**src/rtl/block_packer.sv**
```systemverilog
// block_packer: packs 32-bit stream words into zero-padded 128-bit blocks for input_fifo
// and reports per-message byte and block counts.
module block_packer #(
  parameter int width  = 128,
  parameter int word_w = 32,
  parameter int len_w  = 32
) (
  input  logic              clk,
  input  logic              rst,
  input  logic              s_valid,
  output logic              s_ready,
  input  logic [word_w-1:0] s_data,
  input  logic              s_last,
  input  logic [1:0]        s_bytes,
  input  logic              fifo_full,
  output logic              fifo_w_en,
  output logic [width-1:0]  fifo_data,
  output logic              msg_done,
  output logic [len_w-1:0]  msg_bytes,
  output logic [15:0]       blk_count,
  output logic              busy
);
  typedef enum logic {COLLECT, PUSH} state_t;
  state_t             r_state;
  logic               r_ready;
  logic [1:0]         r_idx;
  logic [width-1:0]   r_blk;
  logic               r_last_pending;
  logic               r_done;
  logic [len_w-1:0]   r_bytes;
  logic [len_w-1:0]   r_msg_bytes;
  logic [15:0]        r_blks;
  logic [15:0]        r_blk_count;
  logic               w_acc;
  logic               w_part;
  logic [word_w-1:0]  w_word;
  logic [len_w-1:0]   w_add;
  // rst gating keeps the handshake and write strobe quiet during the reset cycle itself
  assign s_ready   = r_ready && !rst;
  assign fifo_w_en = (r_state == PUSH) && !fifo_full && !rst;
  assign fifo_data = r_blk;
  assign msg_done  = r_done;
  assign msg_bytes = r_msg_bytes;
  assign blk_count = r_blk_count;
  assign busy      = (r_idx != 2'd0) || (r_state == PUSH);
  assign w_acc     = s_valid && s_ready;
  assign w_part    = s_last && (s_bytes != 2'd0);
  assign w_word    = w_part ? (s_data & ~({word_w{1'b1}} >> {s_bytes, 3'd0})) : s_data;
  assign w_add     = w_part ? len_w'(s_bytes) : len_w'(3'd4);
  always_ff @(posedge clk) begin
    if (rst) begin
      r_state        <= COLLECT;
      r_ready        <= 1'b1;
      r_idx          <= 2'd0;
      r_blk          <= '0;
      r_last_pending <= 1'b0;
      r_done         <= 1'b0;
      r_bytes        <= '0;
      r_msg_bytes    <= '0;
      r_blks         <= '0;
      r_blk_count    <= '0;
    end else begin
      r_done <= fifo_w_en && r_last_pending;
      if (r_state == COLLECT) begin
        if (r_done) r_blks <= '0;
        if (w_acc) begin
          r_blk[{~r_idx, 5'd0} +: word_w] <= w_word;
          r_idx       <= r_idx + 2'd1;
          r_bytes     <= (r_done ? '0 : r_bytes) + w_add;
          r_msg_bytes <= '0;
          r_blk_count <= '0;
          if (s_last) r_last_pending <= 1'b1;
          if (r_idx == 2'd3 || s_last) begin
            r_state <= PUSH;
            r_ready <= 1'b0;
          end
        end else if (r_done) begin
          r_bytes <= '0;
        end
      end else if (fifo_w_en) begin
        r_blk          <= '0;
        r_idx          <= 2'd0;
        r_state        <= COLLECT;
        r_ready        <= 1'b1;
        r_blks         <= r_blks + 16'd1;
        r_last_pending <= 1'b0;
        if (r_last_pending) begin
          r_msg_bytes <= r_bytes;
          r_blk_count <= r_blks + 16'd1;
        end
      end
    end
  end
endmodule
```
**config.mk**
```make
export PLATFORM = sky130hd
export DESIGN_NAME = block_packer
export DESIGN_NICKNAME = d
export VERILOG_FILES = /design/src/rtl/block_packer.sv
export SDC_FILE = /design/constraint.sdc
export NUM_CORES = 1
export LEC_CHECK = 0
export CAP_MARGIN = 10
export CORE_AREA = 2 2 135 137
export CTS_CLUSTER_SIZE = 40
export DETAILED_ROUTE_END_ITERATION = 10
export DIE_AREA = 0 0 137 139
export PLACE_DENSITY = 0.84
export SYNTH_ARGS = -nofsm -noshare
export SYNTH_HDL_FRONTEND = slang
export SYNTH_SLANG_ARGS = --single-unit
```
**constraint.sdc**
```tcl
create_clock -name clk -period 5.2 [get_ports clk]
set_clock_uncertainty 0.05 [all_clocks]
set_input_delay 1.3 -clock clk [delete_from_list [all_inputs] [get_ports clk]]
set_output_delay 1.3 -clock clk [all_outputs]
set_load 0.01 [all_outputs]
```
==> results.toml <==
[final_layout]
drive_above_1_share = 0.0725
diodes = 0
layout.nets = 1231
layout_common_cells = "dfxtp_1, clkdlybuf4s50_1, nand2_1, a21oi_1, nand3_1"
stdcell_area_mm2 = 0.0124
fin_util = 0.700
layout.cells.non_filler = 1429
syn2layout_area_growth_pct = 32.6
final_common_cell = "dfxtp_1"

[setup_path]
r2r-end = "r_bytes[30]"
reg2reg_depth = 6
cp-end-kind = "output pin"
arrival_ns = 3.04
cp_slowest_cell = "clkdlybuf4s50_1"
worst-path-max-fanout = 8
r2r-start = "msg_done"
crit_path_frequent_cell = "clkdlybuf4s50_1"
cpPeakStageDelay_ns = 0.56
crit_chain = "clkdlybuf4s50_1, or3b_1, inv_1, clkdlybuf4s50_1"
critPathKind = "in -> out"
regToRegSetupSlack_ns = 2.27
worstSetupStartpointType = "input pin"
required_ns = 3.85
crit_path_start = "fifo_full"

[floorplan]
core_mm2 = 0.0177
start_util = 0.528
dieArea_mm2 = 0.0190
num_rows = 49
fp.dieH_um = 139
ioPinCount = 219
fp.dieW_um = 137

[clock_network]
path_clk_slew_ns = 0.06
post-cts-setup-buffers = 0
cts_resized = 0
cts_root_buf = "clkbuf_16"
clk_latency_ns = 0.52
cts_tree = "yes"
ctsHoldBuffers = 0
cts.sinks = 230
cts_buffer_depth = 3
ctsHtreeMaxLevel = 1
cts_buffers = 25

[timing]
slew_violations = 0
hold_violations = 0
timing.hold.ws_ns = 0.399
rsz0062_at_grt = "no"
tns_ns = 0
timing.fmax_mhz = 228
setup_viol = 0
period_share = 0.844
worst_pin_slew_ns = 1.02
maxSlewHeadroom = 0.318
fin_crit_ns = 4.39
setup_slack_ns = 0.809

[pwr]
finalPower_mw = 3.74
ir_drop_mv = 0.224
p_sw_mw = 0.870
p_clk_frac = 0.450
powerDensity_mw_per_mm2 = 303
switching_share = 0.232
leakage_nw = 4.28
p_int_mw = 2.87
p_comb_frac = 0.069
p_seq_frac = 0.482

[yosys]
async_flop_share = 0
syn-instance-count = 1003
synth_area_per_cell_um2 = 9.29
synth_edf_count = 0
synth_ff_type = "dfxtp_1"
synth_top_cell_by_area = "dfxtp_1"
yosys_register_bits = 230
synth_area_leaders = "dfxtp_1, nand2_1, a21oi_1"
synth.distinct_cells = 65
ys_warn_count = 0
syn-num-nets = 1052
syn-cell-area_mm2 = 0.00932
synth_top_area_share = 0.494
ys_seq_area_frac = 0.494

[route]
dr.first_iter.drc_count = 500
route.detailed.drc = 0
num_vias = 8691
route.final.wire_length_um = 27400
via_per_inst = 6.08
wl_per_cell_um = 19.2
antenna_left = 0
dr.pass1.iters = 5

[global_route]
gr-total-overflow = 0
grt_pass1_vias = 8245
grt_pass1_wl_um = 43300
grt_antenna_before_repair = 0
track_usage = 0.278
grt_max_degree = 71

[run_status]
outcome = "complete, no violations"

[worst_hold_path]
whs_endpoint = "fifo_data[62]"
whs_path_depth = 2
min-delay-start = "fifo_data[62]"
hp-class = "reg -> reg"

[placement]
pre_cts_ws_ns = 0.835
dpl.hpwl_um = 17900
placed_area_mm2 = 0.0116
port_buffers = 218
placed_cells = 1384
gp_congestion = 0.843

[run]
max_cap_viol_count = 0
[cell type report]
class,count,area [um^2]
Inverter,10,37.5
Clock inverter,5,50.0
Fill cell,1327,5300
Timing Repair Buffer,236,2310
Clock buffer,40,712
Sequential cell,230,4600
Multi-Input combinational cell,679,4350
Tap cell,229,287
[sequential cells by signal, indices dropped and copies added, names as in the netlist, 2 cells and up]
signal,flops
fifo_data,128
msg_bytes,32
r_bytes,32
blk_count,16
r_blks,16
r_idx,2
[power groups by stage]
stage | Combinational [mW] | Clock [mW] | Sequential [mW]
2_1_floorplan | 0.119 | 0 | 1.85
3_3_place_gp | 0.251 | 0 | 1.84
3_5_place_dp | 0.254 | 0 | 1.84
4_1_cts | 0.256 | 1.70 | 1.80
5_1_grt | 0.275 | 1.76 | 1.80
6_report | 0.258 | 1.68 | 1.80
[cell families (layout without fill, tap and decap cells)]
kind of cell,Yosys count,count (layout),synth area share
AND/OR/NAND/NOR,367,367,0.202
buffers and inverters,94,291,0.0424
adder cells (fa/ha/maj),10,10,0.0142
flip-flops,230,230,0.494
XOR/XNOR,12,12,0.0113
multiplexers,12,12,0.0145
AO/OA/AOI/OAI,278,278,0.221
[critical path: cells and delay by family]
family	cells	cell delay, ns
buf+inv	3	1.19
simple gates	1	0.55
[synthesized netlist by cell type (4+ instances only)]
library cell  instances
o21ai_1               5
a31oi_1               5
nand4_1              28
xnor2_1               9
mux2_1               10
nor4_1                6
a32oi_1              24
and2_1                8
nor2b_1               7
ha_1                  9
nor3_1               13
dfxtp_1             230
a22o_1               24
a21o_1                4
a21oi_1              95
o311ai_0              6
a32o_1               24
buf_1                10
and3_1               15
clkbuf_1             55
nand3b_1              5
nand2_1             130
nor2_1               45
nand2b_1              8
or2_2                 4
buf_2                16
a31o_2               11
o2bb2ai_1            48
inv_1                 9
nand3_1              65
o211ai_1              7
nand4b_1              9
o21ai_0               7
[per-layer routing]
layer	up-vias	global-route usage	wire, um
met5	-	0	0
met4	0	0.104	919
met3	75	0.0921	2590
met2	352	0.457	13000
met1	4184	0.337	10900
li1	4080	-	-
[worst max path at each step]
| stage | endpoint | slack, ns | cells after the start |
|---|---|---|---|
| 2_1_floorplan | s_ready | 1.69 | 4 |
| 3_3_place_gp | fifo_w_en | 0.85 | 4 |
| 3_5_place_dp | fifo_w_en | 0.84 | 4 |
| 4_1_cts | fifo_w_en | 0.83 | 4 |
| 5_1_grt | fifo_w_en | 0.74 | 4 |
| 6_report | fifo_w_en | 0.81 | 4 |
Note: power is estimated with default switching activity, not from simulation.
